$ cat config.mk
export PLATFORM = sky130hd
export DESIGN_NAME = ram_port_arbiter
export DESIGN_NICKNAME = d
export VERILOG_FILES = /design/src/rtl/ram_arb_pkg.sv /design/src/rtl/ram_rd_return_pipe.sv /design/src/rtl/ram_port_arbiter.sv
export SDC_FILE = /design/constraint.sdc
export NUM_CORES = 1
export LEC_CHECK = 0
export ABC_AREA = 1
export CORE_ASPECT_RATIO = 0.9
export CORE_MARGIN = 8
export CORE_UTILIZATION = 41
export CTS_CLUSTER_DIAMETER = 200
export DETAILED_ROUTE_END_ITERATION = 12
export PLACE_DENSITY = 0.84
export SLEW_MARGIN = 20
export SYNTH_ARGS = -nofsm -noshare
export SYNTH_HDL_FRONTEND = slang
export SYNTH_HIERARCHICAL = 1
export SYNTH_SLANG_ARGS = --single-unit
$ cat constraint.sdc
create_clock -name clk -period 3.45 [get_ports clk]
set_input_delay 0.8625 -clock clk [delete_from_list [all_inputs] [get_ports clk]]
set_output_delay 0.8625 -clock clk [all_outputs]
set_load 0.005 [all_outputs]
$ cat src/rtl/ram_arb_pkg.sv
// Shared types and defaults for the two-port RAM arbiter.
package ram_arb_pkg;

  localparam int unsigned AW_DEF = 6;
  localparam int unsigned DW_DEF = 8;

  typedef enum logic [1:0] {
    OWN_NONE = 2'b00,
    OWN_A    = 2'b01,
    OWN_B    = 2'b10
  } owner_e;

  typedef struct packed {
    logic   valid;
    owner_e owner;
  } rd_tag_t;

endpackage

$ cat src/rtl/ram_rd_return_pipe.sv
// Read-tag delay line matching RAM read latency, plus per-requester
// read data / valid capture registers.
module ram_rd_return_pipe
  import ram_arb_pkg::*;
#(
  parameter int unsigned RD_LAT = 1,
  parameter int unsigned DW     = DW_DEF
) (
  input  logic          clk,
  input  logic          rst,
  input  rd_tag_t       tag_i,
  input  logic [DW-1:0] mem_rdata_i,
  output logic          a_rvalid_o,
  output logic [DW-1:0] a_rdata_o,
  output logic          b_rvalid_o,
  output logic [DW-1:0] b_rdata_o
);

  if (RD_LAT == 0 || RD_LAT > 2) begin : g_bad_rd_lat
    $error("ram_rd_return_pipe: RD_LAT must be 1 or 2");
  end

  rd_tag_t       tag_q [RD_LAT];
  rd_tag_t       out_tag;
  logic          a_rvalid_q, a_rvalid_d;
  logic          b_rvalid_q, b_rvalid_d;
  logic [DW-1:0] a_rdata_q, a_rdata_d;
  logic [DW-1:0] b_rdata_q, b_rdata_d;

  always_ff @(posedge clk or posedge rst) begin
    if (rst) begin
      for (int i = 0; i < int'(RD_LAT); i++) tag_q[i] <= '0;
    end else begin
      tag_q[0] <= tag_i;
      for (int i = 1; i < int'(RD_LAT); i++) tag_q[i] <= tag_q[i-1];
    end
  end

  assign out_tag = tag_q[RD_LAT-1];

  // Tag at the last stage lines up with valid RAM read data.
  always_comb begin
    a_rvalid_d = out_tag.valid && (out_tag.owner == OWN_A);
    b_rvalid_d = out_tag.valid && (out_tag.owner == OWN_B);
    a_rdata_d  = a_rvalid_d ? mem_rdata_i : a_rdata_q;
    b_rdata_d  = b_rvalid_d ? mem_rdata_i : b_rdata_q;
  end

  always_ff @(posedge clk or posedge rst) begin
    if (rst) begin
      a_rvalid_q <= 1'b0;
      b_rvalid_q <= 1'b0;
      a_rdata_q  <= '0;
      b_rdata_q  <= '0;
    end else begin
      a_rvalid_q <= a_rvalid_d;
      b_rvalid_q <= b_rvalid_d;
      a_rdata_q  <= a_rdata_d;
      b_rdata_q  <= b_rdata_d;
    end
  end

  assign a_rvalid_o = a_rvalid_q;
  assign a_rdata_o  = a_rdata_q;
  assign b_rvalid_o = b_rvalid_q;
  assign b_rdata_o  = b_rdata_q;

endmodule

$ cat src/rtl/ram_port_arbiter.sv
// Round-robin arbiter with burst lock sharing one single-port RAM
// between requesters A and B; read data is routed back by tag.
module ram_port_arbiter
  import ram_arb_pkg::*;
#(
  parameter int unsigned AW     = AW_DEF,
  parameter int unsigned DW     = DW_DEF,
  parameter int unsigned RD_LAT = 1
) (
  input  logic          clk,
  input  logic          rst,
  input  logic          a_req,
  input  logic          a_we,
  input  logic          a_lock,
  input  logic [AW-1:0] a_addr,
  input  logic [DW-1:0] a_wdata,
  output logic          a_gnt,
  output logic          a_rvalid,
  output logic [DW-1:0] a_rdata,
  input  logic          b_req,
  input  logic          b_we,
  input  logic          b_lock,
  input  logic [AW-1:0] b_addr,
  input  logic [DW-1:0] b_wdata,
  output logic          b_gnt,
  output logic          b_rvalid,
  output logic [DW-1:0] b_rdata,
  output logic [AW-1:0] mem_addr,
  output logic [DW-1:0] mem_wdata,
  output logic          mem_we,
  input  logic [DW-1:0] mem_rdata
);

  owner_e  prio_q, prio_d;
  owner_e  lock_q, lock_d;
  logic    gnt_a, gnt_b;
  rd_tag_t tag_d;

  always_ff @(posedge clk or posedge rst) begin
    if (rst) begin
      prio_q <= OWN_A;
      lock_q <= OWN_NONE;
    end else begin
      prio_q <= prio_d;
      lock_q <= lock_d;
    end
  end

  // Grant: lock owner first, then sole requester, then round-robin priority.
  always_comb begin
    gnt_a = 1'b0;
    gnt_b = 1'b0;
    if (!rst) begin
      if (lock_q == OWN_A && a_req) begin
        gnt_a = 1'b1;
      end else if (lock_q == OWN_B && b_req) begin
        gnt_b = 1'b1;
      end else if (a_req && b_req) begin
        gnt_a = (prio_q == OWN_A);
        gnt_b = (prio_q != OWN_A);
      end else begin
        gnt_a = a_req;
        gnt_b = b_req;
      end
    end
  end

  // A lock is released as soon as its owner goes idle for one cycle.
  always_comb begin
    prio_d = prio_q;
    lock_d = lock_q;
    if ((lock_q == OWN_A && !a_req) || (lock_q == OWN_B && !b_req)) begin
      lock_d = OWN_NONE;
    end
    if (gnt_a) begin
      prio_d = OWN_B;
      lock_d = a_lock ? OWN_A : OWN_NONE;
    end else if (gnt_b) begin
      prio_d = OWN_A;
      lock_d = b_lock ? OWN_B : OWN_NONE;
    end
  end

  always_comb begin
    mem_addr    = gnt_b ? b_addr : a_addr;
    mem_wdata   = gnt_b ? b_wdata : a_wdata;
    mem_we      = (gnt_a && a_we) || (gnt_b && b_we);
    tag_d.valid = (gnt_a && !a_we) || (gnt_b && !b_we);
    tag_d.owner = OWN_NONE;
    if (tag_d.valid) begin
      tag_d.owner = gnt_b ? OWN_B : OWN_A;
    end
  end

  assign a_gnt = gnt_a;
  assign b_gnt = gnt_b;

  ram_rd_return_pipe #(
    .RD_LAT (RD_LAT),
    .DW     (DW)
  ) u_rd_return (
    .clk         (clk),
    .rst         (rst),
    .tag_i       (tag_d),
    .mem_rdata_i (mem_rdata),
    .a_rvalid_o  (a_rvalid),
    .a_rdata_o   (a_rdata),
    .b_rvalid_o  (b_rvalid),
    .b_rdata_o   (b_rdata)
  );

endmodule

**Word-level counts from Yosys, hierarchy flattened**

Index checks and enable logic that the tools add are counted.

- Flip-flop bits (word level): 25
- Bits of input ports: 44
- Output and inout bits: 35
- Word-level logic and storage cells: 53

- Equal/unequal tests: 6
- Muxes and demuxes: 19
- Reduce and logical (&&, ||, !) cells: 20

Operator list:

| cell | count |
|---|---|
| 2-bit two-way mux | 8 |
| 1-bit logical AND | 11 |
| 1-bit two-way mux | 9 |
| 8-bit two-way mux | 1 |
| 2-bit by 1-bit == test with 1-bit output, second input constant | 3 |
| 6-bit two-way mux | 1 |
| 2-bit == test, second input constant | 2 |
| 1-bit zero test | 4 |
| 1-bit logical OR | 3 |
| 3-bit nonzero test | 1 |
| 2-bit by 1-bit inequality test with 1-bit output, second input constant | 1 |
| 2-bit nonzero test | 1 |

**Depth between registers and ports, before layout**

Gate-level depths: netlist of run 1.

- Depth in word-level cells: 8
- Gate-level depth with buffers: 8
- Mapped depth without buffers: 7

**Hierarchy**

The synthesis of run 1 kept the hierarchy.

By module, submodules not included:

| module | times used | cells an instance | area an instance (µm²) | sequential area each (µm²) |
|---|---|---|---|---|
| ram_rd_return_pipe | 1 | 80 | 863.3 | 525.5 |
| ram_port_arbiter | 1 | 93 | 531.8 | 101.3 |

**Worst setup path before layout of run 1**

OpenSTA, ideal clock, no wires.

- Kind: input-to-output
- Start point: input rst
- End point: output mem_addr[0]
- Arrival: 1572 ps
- Data required time: 2588 ps
- Slack: 1016 ps
- Stages: 7
- Path buffers: 1
- Cells stage by stage: inv_1 -> nand2_2 -> nor2_8 -> nand2_4 -> buf_6 -> nand2_1 -> nand2_1

- Longest elaborated chain between the ends: 2

Ends and longest elaborated chain:

| what | RTL line | source |
|---|---|---|
| from (decl) | ram_port_arbiter.sv:11 | `input logic rst,` |
| 1-bit two-way mux | ram_port_arbiter.sv:53 | `if (!rst) begin` |
| 6-bit two-way mux | ram_port_arbiter.sv:85 | `mem_addr = gnt_b ? b_addr : a_addr;` |
| to (decl) | ram_port_arbiter.sv:28 | `output logic [AW-1:0] mem_addr,` |

No other way between the ends.

**Final worst setup path of run 1**

- Start point: input b_req
- End point: output mem_wdata[7]

- Longest elaborated chain between the ends: 6
- Elaborated cells on any way between the ends: 7
- Those cells by class: mux (5); reduce/logical (2)

Ends and longest elaborated chain:

| what | RTL line | source |
|---|---|---|
| from (decl) | ram_port_arbiter.sv:20 | `input logic b_req,` |
| 1-bit logical AND | ram_port_arbiter.sv:58 | `end else if (a_req && b_req) begin` |
| 1-bit two-way mux | ram_port_arbiter.sv:58 |  |
| 1-bit two-way mux (*) | ram_port_arbiter.sv:56 | `end else if (lock_q == OWN_B && b_req) begin` |
| 1-bit two-way mux (*) | ram_port_arbiter.sv:54 | `if (lock_q == OWN_A && a_req) begin` |
| 1-bit two-way mux (*) | ram_port_arbiter.sv:53 |  |
| 8-bit two-way mux (*) | ram_port_arbiter.sv:86 | `mem_wdata = gnt_b ? b_wdata : a_wdata;` |
| to (decl) | ram_port_arbiter.sv:29 | `output logic [DW-1:0] mem_wdata,` |

Every way passes the cells marked *; elsewhere a longest branch is shown, timed or not.

==> metrics.yaml, run 1 <==
cts:
  clk_pin_slew_ns: 0.08
  tritoncts: "done"
  clock_sinks: 25
  cts_root_buf: "clkbuf_8"
  cts_hold_buf: 0
  numCtsBuffers: 3
  ctsHtreeMaxLevel: 1
  clockBufferDepth: 2
  clk_latency_ns: 0.26
global_route:
  globalRouteTotalUtil_pct: 14.7
  antenna_found_initial: 0
  grt_start_max_net_pins: 22
  grt_pass1_vias: 1496
  grt-ovfl-total: 0
  grt_pass1_wl_um: 6690
setup_path:
  end_kind: "primary output"
  cp-start-kind: "input pin"
  cp.required_ns: 2.59
  crit_type: "in2out"
  crit_fanout: 11
  crit_arrival_ns: 2.46
pwr:
  switchingPower_mw: 0.284
  pwr-share-comb_pct: 40.0
  p_int_mw: 0.697
  p_leak_nw: 1.11
  total_power_mw: 0.981
  seqPwrFrac_pct: 43.2
  vdd_ir_drop_max_mv: 0.198
  clkPwrFrac_pct: 16.7
  p_per_area_nw_per_um2: 433
  sw_frac_of_total_pct: 28.9
timing:
  period_minus_slack_ns: 3.32
  tightest_slew_ns: 0.781
  setup_violations: 0
  period_share_pct: 96.4
  slew_violations: 0
  rsz0062_at_grt: "no"
  slew_headroom_pct: 47.8
  whs_ns: 0.470
  final-hold-violation-count: 0
  clock.fmax_mhz: 301
  skew_ns: 0.00420
finish:
  stdcell_count: 297
  seq_area_um2: 627
  mostFrequentLayoutCells: "clkdlybuf4s50_1 (77), nand2_1 (75), dfrtp_1 (24)"
  drive_above_1_share_pct: 8.30
  syn_to_final_growth_pct: 62.5
  antennaDiodeCount: 0
  final_nets: 298
  fillers: 263
  fin_util_pct: 68.1
  final_common_cell: "clkdlybuf4s50_1"
  multi_input_area_um2: 627
flow_run:
  maxCapViolations: 0
placed_design:
  dp_hpwl_um: 3310
  port-buffer-count: 78
  dp.cells: 291
  routabilityCongestion: 0.844
floorplan:
  row_count: 20
  die_h_um: 71.3
  die_width_um: 77.5
  die_area_um2: 5530
  core_um2: 3330
  ios: 79
  start_util_pct: 41.9
drt:
  antenna_left: 0
  wl_per_cell_um: 13.7
  num_vias: 1414
  wl_met2_um: 1830
  first_iter_violations: 62
  drc: 0
  drtPass1Iterations: 4
  routed_wl_um: 4060
  wl_met1_um: 1530
  topRoutingLayerUsed: "met4"
  viasPerCell: 4.76
  wl_met3_um: 659
synth:
  synth_area_um2: 1400
  avgSynthCellArea_um2: 8.06
  synth-simple-area-share_pct: 43.9
  synth_fa_ha_area_share_pct: 0
  ys_seq_area_share_pct: 44.9
  yosys_warnings: 6
  muxShareOfSynthArea_pct: 0
  synth.distinct_cells: 19
  synth_compound_area_share_pct: 0.359
  synth-seq-cells: 25
  synth_top_family_by_area: "simple AND/OR/NAND/NOR gates"
  synthXorXnorAreaFrac_pct: 0
  netlist_instances: 173
  synth_fp_nets: 217
min_path:
  hold_class: "reg2reg"
status:
  status: "finished, final reports clean"
flip-flops by register name (all words and copies together), names as in the netlist:
signal	flops
u_rd_return/a_rdata_o	8
u_rd_return/a_rvalid_o	1
prio_q	2
lock_q	2
u_rd_return/b_rvalid_o	1
u_rd_return/b_rdata_o	8
u_rd_return/out_tag	3
kinds of logic after synthesis:
family | count (synthesis)
and+or+nand+nor | 124
DFF | 25
AOI/OAI and AO/OA | 1
buffers and inverters | 23
timing repair:
| item | in CTS | in global routing |
|---|---|---|
| pin swaps | 1 | 1 |
| buffers inserted | 2 | 0 |
| gates resized for setup | 2 | 1 |
| endpoints found under the setup margin | 14 | 10 |
worst paths after layout:
check	endpoint	slack [ns]	start	cells past startpoint
min reg2reg	prio_q[0]$_DFFE_PP1P_	0.47	prio_q[0]$_DFFE_PP1P_	2
max in group asynchronous	u_rd_return/b_rdata_o[1]$_DFFE_PP0P_	1.84	rst	2
min	prio_q[0]$_DFFE_PP1P_	0.47	prio_q[0]$_DFFE_PP1P_	2
min in group asynchronous	lock_q[0]$_DFFE_PP0P_	0.94	rst	3
max reg2reg	u_rd_return/b_rdata_o[5]$_DFFE_PP0P_	2.25	u_rd_return/out_tag[2]$_DFF_PP0_	3
max	mem_wdata[7]	0.13	b_req	7
Yosys cell counts (all sizes together):
cell,count,share of area (%)
nor2,4,2.2
inv,16,5.0
dfstp,1,1.9
nand4,18,8.1
o21ai,1,0.36
buf,7,5.7
nand2,77,21
nand3b,1,0.54
dfrtp,24,43
nand3,24,12
through the flow:
step	setup TNS, ns	worst slack, ns	area (um^2)
floorplan	0	1.02	1400
global placement	0	0.00166	2190
detailed placement	-0.118	-0.0338	2190
CTS	0	0.0778	2270
global route	0	0.0158	2270
finish	0	0.126	2270
metal layers:
layer  track usage, %  vias up
met2             24.0       74
met1             14.7      607
met4             4.39        0
met5                0        -
li1                 -      729
met3             10.4        4
cell type report:
| cell class | instances | share of cell area [%] |
|---|---|---|
| inverter | 16 | 3.09 |
| sequential | 25 | 27.6 |
| clock buffer | 3 | 1.82 |
| multi-input combinational | 125 | 27.6 |
| timing repair buffer | 83 | 37.1 |
| tap | 44 | 2.43 |
| clock inverter | 1 | 0.221 |
worst max-delay path, cell delays in order:
cell and delay [ns]:
clkdlybuf4s50_1 0.47, inv_1 0.12, nor2_8 0.19, buf_12 0.14, nand3_1 0.08, nand2_1 0.08
clkdlybuf4s50_1 0.52
power by group through the flow:
stage / Sequential (mW) / Combinational, mW / Clock [mW]
2_1_floorplan: 0.424 / 0.136 / 0
3_3_place_gp: 0.427 / 0.382 / 0
3_5_place_dp: 0.430 / 0.393 / 0
4_1_cts: 0.425 / 0.401 / 0.173
5_1_grt: 0.435 / 0.433 / 0.186
6_report: 0.424 / 0.392 / 0.164
Note: power is estimated with default switching activity, not from simulation.
==> run 2: changes to the inputs <==
Settings changed: CORE_ASPECT_RATIO 0.9 to 0.75, CTS_CLUSTER_SIZE from default to 28.
==> run 2 against run 1 <==
  * Core utilization increased by 1.4 points
  * Maximum frequency about the same
  * Global-route usage is 0.26 points lower
  * Largest cell class unchanged
  * Combinational power about the same
  * Clock-buffer cell count did not move
  * First-iteration DRC count up 3.2%
  * Die area rose by 0.30%
  * Total power is 0.98% higher
  * Cell count decreased by 1.0%
  * Routed wire length up 0.12%
  * Sequential share of layout area is essentially flat
  * Register-to-register slack lost 0.02 ns
==> metrics.yaml, run 2 (same netlist as run 1, synthesis figures left out) <==
status:
  status: "finished, final reports clean"  # unchanged
pwr:
  p_per_area_nw_per_um2: 436  # was 433 nW/um^2
  p_leak_nw: 1.12  # was 1.11 nW
  total_power_mw: 0.990  # was 0.981 mW
  vdd_ir_drop_max_mv: 0.208  # was 0.198 mV
timing:
  tightest_slew_ns: 0.783  # was 0.781 ns
  rsz0062_at_grt: "no"  # unchanged
  skew_ns: 0.00653  # was 0.00420 ns
  setup_violations: 0  # unchanged
  slew_violations: 0  # unchanged
  final-hold-violation-count: 0  # unchanged
  slew_headroom_pct: 47.7  # was 47.8%
  period_minus_slack_ns: 3.33  # was 3.32 ns
  clock.fmax_mhz: 301  # about the same
  period_share_pct: 96.4  # about the same
  tns_ns: 0  # unchanged
  whs_ns: 0.474  # was 0.470 ns
finish:
  design_area_um2: 2270  # about the same
  final_nets: 299  # was 298
  fillers: 253  # was 263
  syn_to_final_growth_pct: 62.7  # was 62.5%
  drive_above_1_share_pct: 8.27  # was 8.30%
  antennaDiodeCount: 0  # unchanged
  final_common_cell: "clkdlybuf4s50_1"  # unchanged
  mostFrequentLayoutCells: "clkdlybuf4s50_1 (77), nand2_1 (75), dfrtp_1 (24)"  # unchanged
  stdcell_count: 294  # was 297
global_route:
  grt-ovfl-total: 0  # unchanged
  grt_pass1_vias: 1384  # was 1,496
  grt_pass1_wl_um: 6680  # was 6690 um
  grt.busiest_layer: "met2"  # unchanged
  grt_start_max_net_pins: 22  # unchanged
  use_met1_pct: 17.1  # was 14.7%
  globalRouteTotalUtil_pct: 14.5  # was 14.7%
  grtUsageMet2_pct: 24.4  # was 24.0%
  grt_use_met3_pct: 5.85  # was 10.4%
  antenna_found_initial: 0  # unchanged
drt:
  drtPass1Iterations: 4  # unchanged
  antenna_left: 0  # unchanged
  num_vias: 1428  # was 1,414
  drc: 0  # unchanged
  wl_per_cell_um: 13.8  # was 13.7 um
  routed_wl_um: 4060  # about the same
  viasPerCell: 4.86  # was 4.76
  first_iter_violations: 64  # was 62
cts:
  tritoncts: "done"  # unchanged
  clockBufferDepth: 2  # unchanged
  cts_root_buf: "clkbuf_8"  # unchanged
  clock_sinks: 25  # unchanged
  clk_pin_slew_ns: 0.08  # about the same
  clk_latency_ns: 0.27  # was 0.26 ns
  ctsHtreeMaxLevel: 1  # unchanged
  cts_hold_buf: 0  # unchanged
  numCtsBuffers: 3  # unchanged
floorplan:
  core_um2: 3270  # was 3330 um^2
  start_util_pct: 42.7  # was 41.9%
  die_h_um: 66.5  # was 71.3 um
  ios: 79  # unchanged
  row_count: 18  # was 20
  die_width_um: 83.4  # was 77.5 um
  die_area_um2: 5540  # was 5530 um^2
setup_path:
  crit_arrival_ns: 2.46  # about the same
  crit_type: "in2out"  # unchanged
  end_kind: "primary output"  # unchanged
  crit_fanout: 4  # was 11
  cp.required_ns: 2.59  # about the same
  cp-start-kind: "input pin"  # unchanged
placed_design:
  dp_hpwl_um: 3320  # was 3310 um
  dp.cells: 287  # was 291
  port-buffer-count: 78  # unchanged
  routabilityCongestion: 0.762  # was 0.844
  placed_cell_area_um2: 2180  # was 2190 um^2
min_path:
  hold_class: "reg2reg"  # unchanged
flow_run:
  maxCapViolations: 0  # unchanged
[run 2: worst paths after layout]
path	cells past startpoint	start	slack (ns)	end
setup / recovery	8	rst	0.12	mem_addr[5]
hold / removal	2	u_rd_return/a_rdata_o[7]$_DFFE_PP0P_	0.47	u_rd_return/a_rdata_o[7]$_DFFE_PP0P_
setup reg to reg	3	u_rd_return/out_tag[2]$_DFF_PP0_	2.23	u_rd_return/b_rdata_o[4]$_DFFE_PP0P_
hold reg to reg	2	u_rd_return/a_rdata_o[7]$_DFFE_PP0P_	0.47	u_rd_return/a_rdata_o[7]$_DFFE_PP0P_
max in group asynchronous	2	rst	1.86	u_rd_return/b_rdata_o[5]$_DFFE_PP0P_
min in group asynchronous	3	rst	0.94	lock_q[1]$_DFFE_PP0P_
[run 2: stage by stage]
stage               setup slack (ns)  utilization [%]
CTS                            0.122             69.5
finish                         0.124             69.5
global placement              0.0207             66.8
floorplan                       1.02                -
global route                  0.0300             69.5
detailed placement           -0.0437             66.8
[run 2: power breakdown]
part	switching, mW	internal [mW]	leakage, nW
clock network	0.0901	0.0808	0.0255
registers	0.0524	0.372	0.298
logic	0.149	0.246	0.792
[run 2: timing repair]
action / CTS / global route
buffers inserted: 3 / 0
endpoints found under the setup margin: 15 / 0
gates resized for setup: 2 / 0
[run 2: critical path, cell delays in order]
cell	delay (ns)
clkdlybuf4s50_1	0.44
inv_1	0.10
nand2_2	0.09
nor2_8	0.18
buf_4	0.15
nand3_1	0.06
nand2_1	0.07
clkdlybuf4s50_1	0.50
[run 2: layout make-up]
class,instances,area [um^2],share of cell area [%]
Clock buffer,3,41.3,1.82
Clock inverter,1,5.00,0.221
Inverter,16,70.1,3.09
Multi-Input combinational cell,125,627,27.6
Sequential cell,25,627,27.6
Tap cell,40,50.0,2.21
Timing Repair Buffer,84,850,37.4
[run 2: per-layer routing]
layer  wire [um]  vias to the layer above  share of wire (%)
li1            -                      727                  -
met3         326                        6                8.0
met5           0                        -                  0
met4          39                        0               0.96
met1        1700                      641                 42
met2        1990                       54                 49
==> run 3: changes to the inputs <==
Settings changed: MAX_ROUTING_LAYER from default to met4.
==> run 3 against run 2 <==
  * Clock power is essentially flat
  * Non-clock buffer count is the same
  * Combinational power is essentially flat
  * Core utilization is the same
  * Global-route usage grew 0.43 points
  * Die area is the same
  * Sequential share of layout area is the same
  * Critical endpoint unchanged
  * Register-to-register slack is essentially flat
  * Critical path depth is the same
  * First-iteration DRC count shrank 7.8%
  * Clock-buffer cell count is the same
  * Largest power group unchanged
==> metrics.yaml, run 3 (same netlist as run 1, synthesis figures left out) <==
setup_path:
  r2r-start: "u_rd_return/out_tag[2]$_DFF_PP0_"  # unchanged
  crit_fanout: 4  # unchanged
  worst-r2r-cell-count: 3  # unchanged
  cp.required_ns: 2.59  # about the same
  r2r-end: "u_rd_return/b_rdata_o[4]$_DFFE_PP0P_"  # unchanged
  crit_arrival_ns: 2.46  # about the same
  end_kind: "primary output"  # unchanged
  reg2reg_slack_ns: 2.23  # about the same
  crit_type: "in2out"  # unchanged
  cp-start-kind: "input pin"  # unchanged
cts:
  cts_root_buf: "clkbuf_8"  # unchanged
  clock_sinks: 25  # unchanged
  clk_latency_ns: 0.27  # about the same
  tritoncts: "done"  # unchanged
  ctsHtreeMaxLevel: 1  # unchanged
  clk_pin_slew_ns: 0.08  # about the same
  numCtsBuffers: 3  # unchanged
  clockBufferDepth: 2  # unchanged
flow_run:
  maxCapViolations: 0  # unchanged
finish:
  syn_to_final_growth_pct: 62.7  # unchanged
  drive_above_1_share_pct: 8.27  # unchanged
  fillers: 253  # unchanged
  antennaDiodeCount: 0  # unchanged
  seq_area_um2: 627  # unchanged
  design_area_um2: 2270  # unchanged
  final_common_cell: "clkdlybuf4s50_1"  # unchanged
  mostFrequentLayoutCells: "clkdlybuf4s50_1 (77), nand2_1 (75), dfrtp_1 (24)"  # unchanged
  multi_input_area_um2: 627  # unchanged
  final_nets: 299  # unchanged
timing:
  slew_violations: 0  # unchanged
  rsz0062_at_grt: "no"  # unchanged
  setup_violations: 0  # unchanged
  skew_ns: 0.00650  # was 0.00653 ns
  clock.fmax_mhz: 301  # about the same
  period_minus_slack_ns: 3.33  # about the same
  period_share_pct: 96.4  # about the same
  slew_headroom_pct: 47.7  # about the same
  whs_ns: 0.474  # about the same
  final-hold-violation-count: 0  # unchanged
  tightest_slew_ns: 0.783  # about the same
drt:
  antenna_left: 0  # unchanged
  viasPerCell: 4.86  # unchanged
  drc: 0  # unchanged
  drtPass1Iterations: 4  # unchanged
  first_iter_violations: 59  # was 64
  wl_per_cell_um: 13.8  # about the same
  routed_wl_um: 4060  # about the same
  num_vias: 1428  # unchanged
placed_design:
  routabilityCongestion: 0.772  # was 0.762
  placed_cell_area_um2: 2180  # unchanged
  port-buffer-count: 78  # unchanged
  dp_hpwl_um: 3320  # unchanged
pwr:
  p_per_area_nw_per_um2: 436  # about the same
  vdd_ir_drop_max_mv: 0.208  # about the same
  p_leak_nw: 1.12  # unchanged
global_route:
  grt_pass1_vias: 1384  # unchanged
  grt.busiest_layer: "met2"  # unchanged
  use_met1_pct: 17.5  # was 17.1%
  grt_use_met3_pct: 5.12  # was 5.85%
  grtUsageMet2_pct: 24.4  # unchanged
  grt_pass1_wl_um: 6680  # unchanged
  grt-ovfl-total: 0  # unchanged
  antenna_found_initial: 0  # unchanged
  grt_start_max_net_pins: 22  # unchanged
  globalRouteTotalUtil_pct: 14.9  # was 14.5%
floorplan:
  core_um2: 3270  # unchanged
  ios: 79  # unchanged
  die_width_um: 83.4  # unchanged
  start_util_pct: 42.7  # unchanged
  die_h_um: 66.5  # unchanged
  row_count: 18  # unchanged
  die_area_um2: 5540  # unchanged
min_path:
  hold_depth: 2  # unchanged
  holdPathEnd: "u_rd_return/a_rdata_o[7]$_DFFE_PP0P_"  # unchanged
  hold_class: "reg2reg"  # unchanged
  hold_path_startpoint: "u_rd_return/a_rdata_o[7]$_DFFE_PP0P_"  # unchanged
status:
  status: "finished, final reports clean"  # unchanged
-- run 3: cell counts in the layout (fill, tap and decap cells not counted) --
No cell type changed its count.
-- run 3: worst max-delay path, stage by stage --
cell and delay (ns):
clkdlybuf4s50_1 0.44, inv_1 0.10, nand2_2 0.09, nor2_8 0.18, buf_4 0.15, nand3_1 0.06, nand2_1 0.07, clkdlybuf4s50_1 0.50
-- run 3: per-stage QoR --
stage | std cells | total power [mW] | worst slack (ns) | TNS, ns | utilization [%]
after global routing | 294 | 1.06 | 0.0339 | 0 | 69.5
after detailed placement | 287 | 0.823 | -0.0437 | -0.405 | 66.8
after floorplan | 173 | 0.560 | 1.02 | 0 | -
after CTS | 294 | 1.00 | 0.122 | 0 | 69.5
after global placement | 287 | 0.811 | 0.0207 | 0 | 66.8
final | 294 | 0.990 | 0.124 | 0 | 69.5
-- run 3: worst max path at each step --
stage	from	end	slack (ns)	cells past startpoint
floorplan	rst	mem_addr[0]	1.02	7
global placement	a_req	b_gnt	0.02	7
detailed placement	a_req	b_gnt	-0.04	7
CTS	rst	mem_addr[5]	0.12	8
global route	rst	mem_we	0.03	8
finish	rst	mem_addr[5]	0.12	8
-- run 3: layout make-up --
class	instances	share of cell area (%)
repair buffers	84	37.4
flip-flops and latches	25	27.6
multi-input cells	125	27.6
inverters	16	3.09
well taps	40	2.21
clock buffers	3	1.82
clock inverters	1	0.221
-- run 3: what timing repair did --
item | CTS | global route
setup endpoints to repair | 15 | 0
setup buffers | 3 | 0
gates resized for setup | 2 | 0
hold buffers | 0 | 0
-- run 3: layer usage --
layer | vias to the layer above | share of wire (%)
li1 | 727 | -
met1 | 641 | 43
met2 | 54 | 49
met3 | 6 | 7.1
met4 | 0 | 0.96
met5 | - | 0
-- run 3: power breakdown --
part,internal [mW],switching [mW]
Sequential,0.372,0.0524
Combinational,0.246,0.149
Clock,0.0808,0.0900
Total,0.698,0.292
